--- config.mk ---
export PLATFORM = sky130hd
export DESIGN_NAME = pitch_period_estimator_flat
export DESIGN_NICKNAME = d
export VERILOG_FILES = /design/src/rtl/pitch_period_estimator_if.sv /design/src/rtl/pitch_period_estimator.sv /design/src/flat_wrapper.sv
export SDC_FILE = /design/constraint.sdc
export NUM_CORES = 1
export LEC_CHECK = 0
export BUFFER_PORTS_ARGS = -buffer_cell sky130_fd_sc_hd__buf_2
export CAP_MARGIN = 25
export CORE_AREA = 8 8 116 224
export DETAILED_ROUTE_END_ITERATION = 10
export DIE_AREA = 0 0 124 232
export MAX_ROUTING_LAYER = met4
export SLEW_MARGIN = 10
export SYNTH_ARGS = -nofsm -noshare
export SYNTH_HDL_FRONTEND = slang
export SYNTH_SLANG_ARGS = --single-unit
--- constraint.sdc ---
create_clock -name clk -period 6.2 [get_ports clk]
set_input_delay 0.93 -clock clk [delete_from_list [all_inputs] [get_ports clk]]
set_output_delay 0.93 -clock clk [all_outputs]
set_load 0.05 [all_outputs]
--- src/rtl/pitch_period_estimator_if.sv ---
// Sample-in / pitch-out bundle for the pitch period estimator.
// The master side is the audio source and consumer; the slave side is the estimator.
interface pitch_period_estimator_if #(
  parameter int DATA_W = 16
);
  logic                     enable;
  logic                     sample_valid;
  logic signed [DATA_W-1:0] sample;
  logic [14:0]              freq_hz;
  logic                     freq_valid;
  logic                     no_pitch;
  logic                     busy;

  modport master (
    output enable, sample_valid, sample,
    input  freq_hz, freq_valid, no_pitch, busy
  );

  modport slave (
    input  enable, sample_valid, sample,
    output freq_hz, freq_valid, no_pitch, busy
  );
endinterface

--- src/rtl/pitch_period_estimator.sv ---
// Pitch period estimator: finds rising zero crossings with hysteresis and sums
// PERIODS consecutive periods. It converts the sum to Hz with a bit-serial
// restoring divide of PERIODS*SAMPLE_RATE by that sum.
module pitch_period_estimator #(
  parameter int SAMPLE_RATE = 48000,
  parameter int PERIODS     = 4,
  parameter int HYST        = 256,
  parameter int MIN_PERIOD  = 6,
  parameter int MAX_PERIOD  = 3000,
  parameter int DATA_W      = 16
) (
  input logic                     clk,
  input logic                     rst_n,
  pitch_period_estimator_if.slave bus
);

  localparam int CNT_W  = 12;
  localparam int ACC_W  = 15;
  localparam int IDX_W  = 4;
  localparam int NUM_W  = 18;
  localparam int FREQ_W = 15;
  localparam int IT_W   = 5;

  localparam logic [NUM_W-1:0]         NUMER    = NUM_W'(PERIODS * SAMPLE_RATE);
  localparam logic [CNT_W-1:0]         MIN_CNT  = CNT_W'(MIN_PERIOD);
  localparam logic [CNT_W-1:0]         MAX_CNT  = CNT_W'(MAX_PERIOD);
  localparam logic [IDX_W-1:0]         IDX_LAST = IDX_W'(PERIODS - 1);
  localparam logic [IT_W-1:0]          IT_LAST  = IT_W'(NUM_W - 1);
  localparam logic signed [DATA_W-1:0] HYST_POS = DATA_W'(HYST);
  localparam logic signed [DATA_W-1:0] HYST_NEG = -HYST_POS;

  typedef enum logic       {T_SEEK, T_TRACK} trk_state_t;
  typedef enum logic [1:0] {DIV_IDLE, DIV_RUN, DIV_OUT} div_state_t;

  // Quotient truncated by the divide itself, clipped to the 15-bit output range.
  function automatic logic [FREQ_W-1:0] sat_quotient(input logic [NUM_W-1:0] q);
    if (q > NUM_W'(32767)) return '1;
    return q[FREQ_W-1:0];
  endfunction

  // Tracker state
  trk_state_t       trk_q, trk_d;
  logic             armed_q, armed_d;
  logic [CNT_W-1:0] cnt_q, cnt_d;
  logic [ACC_W-1:0] acc_q, acc_d;
  logic [IDX_W-1:0] idx_q, idx_d;
  logic             no_pitch_q, no_pitch_d;
  logic             ld_q, ld_d;
  logic [ACC_W-1:0] ld_sum_q, ld_sum_d;

  // Divider state
  div_state_t        div_q, div_d;
  logic [IT_W-1:0]   it_q, it_d;
  logic [FREQ_W-1:0] freq_hz_q, freq_hz_d;
  logic [ACC_W-1:0]  rem_q, rem_d;
  logic [NUM_W-1:0]  quo_q, quo_d;
  logic [ACC_W-1:0]  dvs_q, dvs_d;

  logic             is_low, crossing;
  logic [CNT_W-1:0] per_len;
  logic [ACC_W-1:0] sum_next;
  logic [ACC_W:0]   shifted;
  logic [ACC_W+1:0] trial;
  logic             q_bit;
  logic [ACC_W-1:0] rem_nx;
  logic [NUM_W-1:0] quo_nx;

  assign is_low   = bus.sample_valid && (bus.sample <= HYST_NEG);
  assign crossing = bus.sample_valid && armed_q && (bus.sample >= HYST_POS);
  // Period includes the crossing sample itself; saturate at the counter ceiling.
  assign per_len  = (cnt_q == '1) ? cnt_q : cnt_q + 1'b1;
  assign sum_next = acc_q + ACC_W'(per_len);

  // Tracker next state: hysteresis arming, period counting and accumulation.
  always_comb begin
    trk_d      = trk_q;
    armed_d    = armed_q;
    cnt_d      = cnt_q;
    acc_d      = acc_q;
    idx_d      = idx_q;
    no_pitch_d = no_pitch_q;
    ld_d       = 1'b0;
    ld_sum_d   = ld_sum_q;

    if (crossing)    armed_d = 1'b0;
    else if (is_low) armed_d = 1'b1;

    unique case (trk_q)
      T_SEEK: begin
        if (crossing) begin
          trk_d = T_TRACK;
          cnt_d = '0;
          acc_d = '0;
          idx_d = '0;
        end
      end
      T_TRACK: begin
        if (cnt_q > MAX_CNT) begin
          trk_d      = T_SEEK;
          no_pitch_d = 1'b1;
          cnt_d      = '0;
          acc_d      = '0;
          idx_d      = '0;
        end else if (crossing) begin
          cnt_d = '0;
          if (per_len < MIN_CNT) begin
            acc_d = '0;
            idx_d = '0;
          end else if (per_len > MAX_CNT) begin
            // Overlong period that ends on the very sample of the timeout.
            trk_d      = T_SEEK;
            no_pitch_d = 1'b1;
            acc_d      = '0;
            idx_d      = '0;
          end else if (idx_q == IDX_LAST) begin
            ld_d       = 1'b1;
            ld_sum_d   = sum_next;
            acc_d      = '0;
            idx_d      = '0;
            no_pitch_d = 1'b0;
          end else begin
            acc_d = sum_next;
            idx_d = idx_q + 1'b1;
          end
        end else if (bus.sample_valid) begin
          cnt_d = per_len;
        end
      end
      default: trk_d = T_SEEK;
    endcase
  end

  // Tracker registers; enable low forces the idle state.
  always_ff @(posedge clk or negedge rst_n) begin
    if (!rst_n) begin
      trk_q      <= T_SEEK;
      armed_q    <= 1'b0;
      cnt_q      <= '0;
      acc_q      <= '0;
      idx_q      <= '0;
      no_pitch_q <= 1'b1;
      ld_q       <= 1'b0;
    end else if (!bus.enable) begin
      trk_q      <= T_SEEK;
      armed_q    <= 1'b0;
      cnt_q      <= '0;
      acc_q      <= '0;
      idx_q      <= '0;
      no_pitch_q <= 1'b1;
      ld_q       <= 1'b0;
    end else begin
      trk_q      <= trk_d;
      armed_q    <= armed_d;
      cnt_q      <= cnt_d;
      acc_q      <= acc_d;
      idx_q      <= idx_d;
      no_pitch_q <= no_pitch_d;
      ld_q       <= ld_d;
    end
  end

  // One restoring-division step: shift in the next numerator bit, try the subtract.
  assign shifted = {rem_q, quo_q[NUM_W-1]};
  assign trial   = {1'b0, shifted} - {2'b00, dvs_q};
  assign q_bit   = ~trial[ACC_W+1];
  assign rem_nx  = q_bit ? trial[ACC_W-1:0] : shifted[ACC_W-1:0];
  assign quo_nx  = {quo_q[NUM_W-2:0], q_bit};

  // Divider next state; a sum arriving while busy is simply dropped.
  always_comb begin
    div_d     = div_q;
    it_d      = it_q;
    freq_hz_d = freq_hz_q;
    rem_d     = rem_q;
    quo_d     = quo_q;
    dvs_d     = dvs_q;
    unique case (div_q)
      DIV_IDLE: begin
        if (ld_q) begin
          div_d = DIV_RUN;
          it_d  = '0;
          rem_d = '0;
          quo_d = NUMER;
          dvs_d = ld_sum_q;
        end
      end
      DIV_RUN: begin
        rem_d = rem_nx;
        quo_d = quo_nx;
        it_d  = it_q + 1'b1;
        if (it_q == IT_LAST) begin
          div_d     = DIV_OUT;
          freq_hz_d = sat_quotient(quo_nx);
        end
      end
      DIV_OUT: div_d = DIV_IDLE;
      default: div_d = DIV_IDLE;
    endcase
  end

  // Divider control and output registers; enable low aborts but keeps freq_hz.
  always_ff @(posedge clk or negedge rst_n) begin
    if (!rst_n) begin
      div_q     <= DIV_IDLE;
      it_q      <= '0;
      freq_hz_q <= '0;
    end else if (!bus.enable) begin
      div_q     <= DIV_IDLE;
      it_q      <= '0;
    end else begin
      div_q     <= div_d;
      it_q      <= it_d;
      freq_hz_q <= freq_hz_d;
    end
  end

  // Datapath registers; only ever consumed under control of the FSMs above.
  always_ff @(posedge clk) begin
    ld_sum_q <= ld_sum_d;
    rem_q    <= rem_d;
    quo_q    <= quo_d;
    dvs_q    <= dvs_d;
  end

  assign bus.freq_hz    = freq_hz_q;
  assign bus.freq_valid = (div_q == DIV_OUT);
  assign bus.busy       = (div_q != DIV_IDLE);
  assign bus.no_pitch   = no_pitch_q;

endmodule
--- src/flat_wrapper.sv ---
// flat-port wrapper written by rule: the top's interface ports become plain ports
module pitch_period_estimator_flat 
#(
  parameter int SAMPLE_RATE = 48000,
  parameter int PERIODS     = 4,
  parameter int HYST        = 256,
  parameter int MIN_PERIOD  = 6,
  parameter int MAX_PERIOD  = 3000,
  parameter int DATA_W      = 16
)
  (clk, rst_n, bus_enable, bus_sample_valid, bus_sample, bus_freq_hz, bus_freq_valid, bus_no_pitch, bus_busy);
  pitch_period_estimator_if #(.DATA_W(DATA_W)) bus_i ();
  input logic clk;
  input logic rst_n;
  input wire logic [$bits(bus_i.enable)-1:0] bus_enable;
  input wire logic [$bits(bus_i.sample_valid)-1:0] bus_sample_valid;
  input wire logic [$bits(bus_i.sample)-1:0] bus_sample;
  output wire logic [$bits(bus_i.freq_hz)-1:0] bus_freq_hz;
  output wire logic [$bits(bus_i.freq_valid)-1:0] bus_freq_valid;
  output wire logic [$bits(bus_i.no_pitch)-1:0] bus_no_pitch;
  output wire logic [$bits(bus_i.busy)-1:0] bus_busy;
  assign bus_i.enable = bus_enable;
  assign bus_i.sample_valid = bus_sample_valid;
  assign bus_i.sample = bus_sample;
  assign bus_freq_hz = bus_i.freq_hz;
  assign bus_freq_valid = bus_i.freq_valid;
  assign bus_no_pitch = bus_i.no_pitch;
  assign bus_busy = bus_i.busy;
  pitch_period_estimator #(.SAMPLE_RATE(SAMPLE_RATE), .PERIODS(PERIODS), .HYST(HYST), .MIN_PERIOD(MIN_PERIOD), .MAX_PERIOD(MAX_PERIOD), .DATA_W(DATA_W)) u_core (.clk(clk), .rst_n(rst_n), .bus(bus_i));
endmodule
==> results of run 1 <==
where the power goes:
| part | total (W) | switching (W) | internal (W) | leakage, nW |
|---|---|---|---|---|
| logic | 0.0000298 | 0.0000214 | 0.00000838 | 1.73 |
| clock network | 0.000979 | 0.000374 | 0.000606 | 0.288 |
| registers | 0.000835 | 0.000000705 | 0.000835 | 1.36 |
| total | 0.00184 | 0.000396 | 0.00145 | 3.38 |
kinds of logic (layout without fill, tap and decap cells):
logic type,count (synthesis),after routing
buffers and inverters,63,116
and+or+nand+nor,192,192
xor gates and xnor gates,26,26
adders and majority gates,37,37
muxes,17,17
DFF,120,120
AOI/OAI and AO/OA,143,143
final cells by class:
| cell class | instances | share of cell area |
|---|---|---|
| Sequential cell | 120 | 0.434 |
| Multi-Input combinational cell | 415 | 0.392 |
| Clock buffer | 19 | 0.0579 |
| Tap cell | 283 | 0.0463 |
| Timing Repair Buffer | 43 | 0.0306 |
| Inverter | 41 | 0.0201 |
| Clock inverter | 13 | 0.0188 |
sequential cells by signal, summed over array words and instances, names as in the netlist:
signal	flops
u_core.quo_q	18
u_core.rem_q	15
u_core.ld_q	1
u_core.it_q	5
u_core.armed_q	1
u_core.ld_sum_q	15
u_core.dvs_q	15
u_core.bus.freq_hz	15
u_core.bus.no_pitch	1
u_core.acc_q	15
u_core.trk_q	1
u_core.cnt_q	12
u_core.idx_q	4
u_core.div_q	2
cell usage in the layout (no fill, tap or decap), types with 18 or more instances in the layout:
master	n
edfxtp_1	63
dfrtp_1	56
buf_2	37
o21ai_0	19
nor2_1	49
nand2_1	43
and2_1	18
inv_1	41
ha_1	35
layer usage:
metal  vias up  global-route usage  share of wire
li1       2275                   -              -
met4         0              0.0864          0.059
met2        66               0.202           0.56
met5         -                   -              0
met1      2294               0.104           0.36
met3        40              0.0192          0.017
through the flow:
stage / setup WS [ns] / cells / hold slack, ns / utilization / total power, W
floorplan: 2.43 / 598 / 0.400 / - / 0.000861
global placement: 2.45 / 901 / 0.400 / 0.305 / 0.000881
detailed placement: 2.40 / 902 / 0.405 / 0.305 / 0.000882
CTS: 2.38 / 934 / 0.419 / 0.331 / 0.00187
global route: 2.03 / 934 / 0.428 / 0.331 / 0.00190
finish: 2.39 / 934 / 0.419 / 0.331 / 0.00184
final timing paths:
check                                                         end  slack [ns]  depth (start not counted)
worst max register to register      u_core.ld_sum_q[14]$_DFFE_PP_        2.39                         14
min in group asynchronous             u_core.cnt_q[7]$_DFFE_PN0P_        0.66                          2
worst max-delay path                u_core.ld_sum_q[14]$_DFFE_PP_        2.39                         14
worst min-delay path                   u_core.dvs_q[10]$_DFFE_PP_        0.42                          0
max in group asynchronous       u_core.bus.freq_hz[0]$_DFFE_PN0P_        4.99                          2
worst min register to register         u_core.dvs_q[10]$_DFFE_PP_        0.42                          0
critical path: stages (launching register included):
cell and delay, ns:
dfrtp_1 0.45, ha_1 0.23, nand4_1 0.20, nor3_1 0.48, xnor2_1 0.18, ha_1 0.18
inv_1 0.06, fa_1 0.39, nand3b_1 0.19, a21oi_1 0.21, o21bai_1 0.12, o221ai_1 0.24
a211oi_1 0.11, or3_1 0.37, xnor2_1 0.14
==> metrics.cfg, run 1 <==
[hold_path]
hp-start = u_core.ld_sum_q[10]$_DFFE_PP_
hold_path.class = reg -> reg

[sta]
fmax_ghz = 0.262
rsz0062_at_grt = no
setup_violations = 0
fin_crit_sh = 0.615
relSlewSlack = 0.454
period_needed_ns = 3.81
drv_slew = 0
worst_pin_slew_ns = 0.818
finClkSkew_ns = 0.00865
timing.setup.tns_ns = 0
hold_violations = 0

[cts]
cts_tree = built
post_cts_resized = 0
cts_sinks = 120
htreeDepth = 4
root_buffer = clkbuf_16
clock_latency_ns = 0.43
path_clk_slew_ns = 0.06
hold_buffers = 0
cts_buffers = 17
postCtsSetupRepairBufs = 0
clock_path_buffers = 2

[worst_setup_path]
worstSetupPathType = reg -> reg
critPathCaptureType = register
crit_path_start_kind = register
cp-startpoint = u_core.cnt_q[0]$_DFFE_PN0P_
worst_ep_required_time_ns = 6.37
critical_path.max_fanout = 7
reg2reg_from = u_core.cnt_q[0]$_DFFE_PN0P_
worst_ep_arrival_time_ns = 3.98

[place]
routabilityCongestion = 0.862
hpwl_mm = 10.7
post_dp_cell_area_sq_um = 7060
io_buffers = 37

[synth]
ys_ff_latch = 120
synth_area_sq_um = 6580
synthAdderAreaFrac = 0.0727
synth_cell_types = 67
ys.flop_type = edfxtp_1
yosysSeqAreaShare = 0.505
synth_enable_flop_cells = 63
synth_nets = 655
synth_xor_area_frac = 0.0346
synth_top_area_cell = edfxtp_1
yosys.area_share.simple = 0.153
async_flop_share = 0.475
ys_warn_count = 0
synth_commonest_cells = edfxtp_1, dfrtp_1, nor2_1, nand2_1, inv_1
synth.most_common_cell = edfxtp_1
synth_top_family_by_area = compound AO/OA/AOI/OAI gates
ys_top_cells_by_area = edfxtp_1, dfrtp_1, ha_1, nor2_1, nand2_1
syn_inst = 598
synth-compound-area-share = 0.168
netlist.area_leader.share = 0.288
syn_area_per_cell_sq_um = 11.0
synthMuxAreaShare = 0.0263

[power]
leakage_nw = 3.38
powerDensity_nw_per_um2 = 241
ir_drop_v = 0.000133

[global_route]
grt_pass1_vias = 4842
grt_overflow = 0
antenna_found_initial = 0
grt_max_degree = 58
grt_pass1_wl_mm = 24.2
grt_usage = 0.113

[drt]
vias = 4675
wl_per_cell_um = 15.8
viasPerCell = 5.01
drt-total-wl_mm = 14.8
dr.pass1.iters = 4
ant_nets = 0
drt_iter0_markers = 249
drc_errors = 0

[layout]
drive_above_1_share = 0.146
seqCellArea_sq_um = 3320
synthToLayoutAreaGrowth_pct = 16.3
multi_input_area_sq_um = 3000
fillCellCount = 2353
diodes = 0
nets = 695
final_cell_area_sq_um = 7650

[run]
cap_violations = 0

[floorplan]
die_w_um = 124
rows = 79
dieArea_sq_um = 28800
initial_core_util = 0.284
core_area_sq_um = 23100
ios = 38
die_h_um = 232

[status]
status = complete, no violations

(Power assumes the default switching activity.)
==> inputs of run 2 (changes only) <==
--- a/config.mk
+++ b/config.mk
@@ -5,11 +5,12 @@
 export SDC_FILE = /design/constraint.sdc
 export NUM_CORES = 1
 export LEC_CHECK = 0
+export ABC_AREA = 1
 export BUFFER_PORTS_ARGS = -buffer_cell sky130_fd_sc_hd__buf_2
 export CAP_MARGIN = 25
-export CORE_AREA = 8 8 116 224
+export CORE_AREA = 8 8 119 230
 export DETAILED_ROUTE_END_ITERATION = 10
-export DIE_AREA = 0 0 124 232
+export DIE_AREA = 0 0 127 238
 export MAX_ROUTING_LAYER = met4
 export SLEW_MARGIN = 10
 export SYNTH_ARGS = -nofsm -noshare
==> constraint.sdc (replaced) <==
create_clock -name clk -period 3.8 [get_ports clk]
set_input_delay 0.57 -clock clk [delete_from_list [all_inputs] [get_ports clk]]
set_output_delay 0.57 -clock clk [all_outputs]
set_load 0.05 [all_outputs]
==> run 2 against run 1 <==
Setup slack worse by 1.9 ns. Flip-flop and latch count did not move. Via count grew 17%. Clock-buffer cell count stayed put. Global-route usage rose by 0.31 points. Routed wire length increased by 11%. Non-clock buffer count grew 3. Largest cell class unchanged.
==> metrics.cfg, run 2 <==
[status]
status = complete, no violations

[cts]
postCtsSetupRepairBufs = 0
clock_latency_ns = 0.42
path_clk_slew_ns = 0.07
root_buffer = clkbuf_16
cts_tree = built
clock_path_buffers = 2
cts_sinks = 120
post_cts_resized = 0
cts_buffers = 17
htreeDepth = 4
hold_buffers = 0

[layout]
final_cell_mix = nand2_1, inv_1, nor2_1
seqCellArea_sq_um = 3320
fillCellCount = 2520
postLayoutCoreUtil = 0.333
multi_input_area_sq_um = 3130
final_common_cell = nand2_1
top_register = u_core.quo_q
diodes = 0
largest_reg_flops = 18
drive_above_1_share = 0.138
nets = 908
synthToLayoutAreaGrowth_pct = 16.6

[synth]
syn_area_per_cell_sq_um = 8.64
async_flop_share = 0.475
synth_nets = 860
syn_inst = 803
ys_warn_count = 0
synth_enable_flop_cells = 63
netlist.area_leader.share = 0.273
synth_commonest_cells = nand2_1, inv_1, nor2_1, nand3_1, edfxtp_1
ys_top_cells_by_area = edfxtp_1, dfrtp_1, nand2_1, ha_1, inv_1
synth_top_area_cell = edfxtp_1
synth.most_common_cell = nand2_1
synth_area_sq_um = 6940
yosysSeqAreaShare = 0.478
ys.flop_type = edfxtp_1
synth_cell_types = 45
ys_ff_latch = 120

[power]
leakage_nw = 3.82
ir_drop_v = 0.000265
fin_total_pwr_w = 0.00358
powerDensity_nw_per_um2 = 442

[floorplan]
die_h_um = 238
die_w_um = 127
dieArea_sq_um = 30200
initial_core_util = 0.285
ios = 38
rows = 81
core_area_sq_um = 24300

[worst_setup_path]
cp-startpoint = u_core.cnt_q[0]$_DFFE_PN0P_
critPathCaptureType = register
worst_ep_required_time_ns = 3.95
reg2reg_from = u_core.cnt_q[0]$_DFFE_PN0P_
critical_path.max_fanout = 18
worst_ep_arrival_time_ns = 3.50
worstSetupPathType = reg -> reg
reg2reg_slack_ns = 0.45
crit_path_start_kind = register
r2r_cells = 18
r2r_end = u_core.ld_sum_q[14]$_DFFE_PP_

[sta]
setup_violations = 0
hold_violations = 0
fin_crit_sh = 0.881
worst_pin_slew_ns = 0.914
rsz0062_at_grt = no
drv_slew = 0
relSlewSlack = 0.388
timing.setup.tns_ns = 0
fmax_ghz = 0.299
finClkSkew_ns = 0.0135
period_needed_ns = 3.35

[drt]
wl_met1_mm = 6.20
ant_nets = 0
drc_errors = 0
drt-total-wl_mm = 16.3
wl_per_cell_um = 14.2
met2_length_mm = 9.20
viasPerCell = 4.73
vias = 5458
top_layer_used = met4
wl_met3_um = 347
dr.pass1.iters = 4
drt_iter0_markers = 358

[global_route]
antenna_found_initial = 0
grt_overflow = 0
grt_pass1_vias = 5674
grt_max_degree = 32
grt_pass1_wl_mm = 27.1
grt_usage = 0.116

[run]
cap_violations = 0

[hold_path]
hold_path.class = in -> async

[place]
routabilityCongestion = 0.888
hpwl_mm = 12.5
io_buffers = 37

-- run 2: power breakdown --
group / leakage [nW] / internal [W] / switching, W / total (W)
Combinational: 2.17 / 0.000117 / 0.000261 / 0.000378
Sequential: 1.35 / 0.00144 / 0.0000279 / 0.00147
Clock: 0.299 / 0.00111 / 0.000622 / 0.00173
-- run 2: cell type report --
type | count | share of cell area
Sequential cell | 120 | 0.410
Multi-Input combinational cell | 558 | 0.386
Clock buffer | 19 | 0.0535
Inverter | 108 | 0.0501
Tap cell | 290 | 0.0448
Timing Repair Buffer | 46 | 0.0312
Clock inverter | 13 | 0.0238
-- run 2: kinds of logic after synthesis --
kind of cell,after synthesis,synth area share
AND/OR/NAND/NOR,387,0.262
buffers and inverters,125,0.0714
flip-flops,120,0.478
AO/OA/AOI/OAI,111,0.0907
adder cells (fa/ha/maj),37,0.0689
XOR/XNOR,23,0.0290
-- run 2: how the worst max path moves through the flow --
stage / cells after the start / endpoint / slack, ns
2_1_floorplan: 19 / u_core.ld_sum_q[14]$_DFFE_PP_ / 0.82
6_report: 18 / u_core.ld_sum_q[14]$_DFFE_PP_ / 0.45
4_1_cts: 18 / u_core.ld_sum_q[14]$_DFFE_PP_ / 0.43
5_1_grt: 21 / u_core.acc_q[14]$_DFFE_PN0P_ / 0.17
3_3_place_gp: 18 / u_core.ld_sum_q[14]$_DFFE_PP_ / 0.54
3_5_place_dp: 18 / u_core.ld_sum_q[14]$_DFFE_PP_ / 0.47
-- run 2: worst max-delay path, cell delays in order, from the launching register on --
cell	delay, ns
dfrtp_1	0.48
ha_1	0.29
nand2_2	0.12
nor2_8	0.17
nand3_4	0.24
nand2_1	0.12
nand2_1	0.08
inv_2	0.08
ha_1	0.17
inv_1	0.05
fa_1	0.39
nand3b_1	0.17
nand2_1	0.13
nand2_1	0.08
nand2_1	0.06
a21o_1	0.17
nand3_1	0.11
nand3_1	0.08
nand2_1	0.08
-- run 2: through the flow --
stage | hold slack (ns) | instance area [sq um] | std cells | setup WS, ns
2_1_floorplan | 0.274 | 6940 | 803 | 0.820
3_3_place_gp | 0.401 | 7470 | 1122 | 0.538
3_5_place_dp | 0.405 | 7470 | 1122 | 0.473
4_1_cts | 0.124 | 8090 | 1154 | 0.433
5_1_grt | 0.151 | 8090 | 1154 | 0.168
6_report | 0.116 | 8090 | 1154 | 0.454
-- run 2: routing by layer --
layer,track usage,vias up
li1,-,2776
met1,0.108,2559
met5,-,-
met2,0.220,89
met3,0.0190,34
met4,0.0649,0
==> inputs of run 3 (changes only) <==
--- a/config.mk
+++ b/config.mk
@@ -12,6 +12,7 @@
 export DETAILED_ROUTE_END_ITERATION = 10
 export DIE_AREA = 0 0 127 238
 export MAX_ROUTING_LAYER = met4
+export REMOVE_ABC_BUFFERS = 1
 export SLEW_MARGIN = 10
 export SYNTH_ARGS = -nofsm -noshare
 export SYNTH_HDL_FRONTEND = slang
==> run 3 against run 2 <==
Sequential share of layout area about the same. Sequential power barely moved. Hold slack gained 0.16 ns. Routed wire length is 1.9% higher. Critical path depth did not move. Non-clock buffer count decreased by 1. Flip-flop and latch count unchanged. Clock skew decreased by 0.0057 ns. Via count is 1.4% higher. First-iteration DRC count down 2.8%. Utilization about the same.
==> metrics.cfg, run 3 (same netlist as run 2, synthesis figures left out) <==
[status]
status = complete, no violations

[drt]
viasPerCell = 4.80
dr.pass1.iters = 4
drc_errors = 0
drt-total-wl_mm = 16.7
drt_iter0_markers = 348
ant_nets = 0
vias = 5534
wl_per_cell_um = 14.4

[layout]
drive_above_1_share = 0.138
finalNonFillerCells = 1153
final_common_cell = nand2_1
diodes = 0
nets = 907
seqCellArea_sq_um = 3320
final_cell_area_sq_um = 8090
multi_input_area_sq_um = 3130
largest_reg_flops = 18
top_register = u_core.quo_q
fillCellCount = 2507
final_cell_mix = nand2_1, inv_1, nor2_1
synthToLayoutAreaGrowth_pct = 16.5

[global_route]
grt_overflow = 0
grt_usage = 0.117
grt_pass1_vias = 5763
grt_max_degree = 39
antenna_found_initial = 0
grt_pass1_wl_mm = 27.5

[cts]
cts_tree = built
cts_sinks = 120
post_cts_resized = 0
cts_buffers = 17
clock_latency_ns = 0.41
htreeDepth = 4
postCtsSetupRepairBufs = 0
root_buffer = clkbuf_16
hold_buffers = 0
path_clk_slew_ns = 0.06
clock_path_buffers = 2

[place]
hpwl_mm = 12.7
post_dp_cell_area_sq_um = 7470
pre_cts_ws_ns = 0.472
routabilityCongestion = 0.896
io_buffers = 37
dp_cells = 1121

[floorplan]
core_area_sq_um = 24300
ios = 38
dieArea_sq_um = 30200
die_h_um = 238
die_w_um = 127
rows = 81
initial_core_util = 0.285

[sta]
worst_pin_slew_ns = 0.929
finClkSkew_ns = 0.00782
timing.setup.tns_ns = 0
rsz0062_at_grt = no
relSlewSlack = 0.378
fmax_ghz = 0.297
drv_slew = 0
hold_violations = 0
period_needed_ns = 3.37
fin_ws_ns = 0.432
fin_crit_sh = 0.886
setup_violations = 0

[power]
ir_drop_v = 0.000299
leakage_nw = 3.82
pwr-share-seq = 0.415
switchingPower_w = 0.000932
p_sw_frac = 0.263
powerDensity_nw_per_um2 = 438
power.share.clock = 0.477
internal_power_w = 0.00261
comb_power_share = 0.109

[worst_setup_path]
critical_path.max_fanout = 18
cp-startpoint = u_core.cnt_q[0]$_DFFE_PN0P_
reg2reg_from = u_core.cnt_q[0]$_DFFE_PN0P_
crit_slowest_cell = dfrtp_1
critPathCaptureType = register
worstSetupPathType = reg -> reg
worst_ep_arrival_time_ns = 3.52
r2r_cells = 18
crit_path_start_kind = register
r2r_end = u_core.ld_sum_q[14]$_DFFE_PP_
crit_top_cell = nand2_1
crit_end = u_core.ld_sum_q[14]$_DFFE_PP_
worst_ep_required_time_ns = 3.95
critPathMaxStageDelay_ns = 0.46
reg2reg_slack_ns = 0.43
path_cells = ha_1 > nand2_2 > nor2_8 > nand3_4 > nand2_1 > nand2_1 > inv_2 > ha_1 > inv_1 > fa_1 > nand3b_1 > nand2_1 > nand2_1 > nand2_1 > a21o_1 > nand3_1 > nand3_1 > nand2_1

[hold_path]
hold_path.class = in -> async

[run]
cap_violations = 0

==> run 3: cell types whose count changed in the layout (fill, tap and decap cells not counted), sizes merged <==
cell,delta
bufinv,-1
clkinvlp,-1
buf,-1
clkbuf,-2
inv,+4
==> run 3: critical path: cells and delay by family, from the launching register on <==
kind | cells | cell delay [ns]
and+or+nand+nor | 12 | 1.50
adders and majority gates | 3 | 0.85
DFF | 1 | 0.46
AOI/OAI and AO/OA | 1 | 0.18
buffers and inverters | 2 | 0.14
==> run 3: worst min path at each step <==
| stage | endpoint | cells past startpoint | slack, ns | startpoint |
|---|---|---|---|---|
| 2_1_floorplan | u_core.acc_q[0]$_DFFE_PN0P_ | 0 | 0.27 | rst_n |
| 3_3_place_gp | u_core.dvs_q[9]$_DFFE_PP_ | 0 | 0.40 | u_core.ld_sum_q[9]$_DFFE_PP_ |
| 3_5_place_dp | u_core.dvs_q[4]$_DFFE_PP_ | 0 | 0.40 | u_core.ld_sum_q[4]$_DFFE_PP_ |
| 4_1_cts | u_core.acc_q[0]$_DFFE_PN0P_ | 1 | 0.30 | rst_n |
| 5_1_grt | u_core.it_q[2]$_DFFE_PN0P_ | 1 | 0.34 | rst_n |
| 6_report | u_core.bus.freq_hz[8]$_DFFE_PN0P_ | 1 | 0.28 | rst_n |
==> run 3: routing by layer <==
metal	up-vias	part of all wire	GRT usage
li1	2772	-	-
met1	2587	0.35	0.101
met2	112	0.56	0.220
met3	63	0.021	0.0179
met4	0	0.063	0.0918
met5	-	0	-
==> run 3: power groups by stage <==
stage / Sequential, W / Clock, W / Combinational [W]
after floorplan: 0.00152 / 0 / 0.000236
after global placement: 0.00149 / 0 / 0.000384
after detailed placement: 0.00149 / 0 / 0.000389
after CTS: 0.00147 / 0.00173 / 0.000391
after global routing: 0.00148 / 0.00178 / 0.000434
final: 0.00147 / 0.00169 / 0.000385
==> run 3: cell type report <==
| class | instances | area share |
|---|---|---|
| inverters | 108 | 0.0501 |
| well taps | 290 | 0.0449 |
| flip-flops and latches | 120 | 0.410 |
| multi-input cells | 558 | 0.387 |
| clock buffers | 17 | 0.0526 |
| clock inverters | 15 | 0.0235 |
| repair buffers | 45 | 0.0319 |
==> run 3: through the flow <==
stage	util	hold WS, ns	total power (W)
final	0.333	0.278	0.00354
after global routing	0.333	0.342	0.00369
after CTS	0.333	0.304	0.00359
after detailed placement	0.307	0.405	0.00188
after global placement	0.307	0.401	0.00188
after floorplan	-	0.274	0.00175
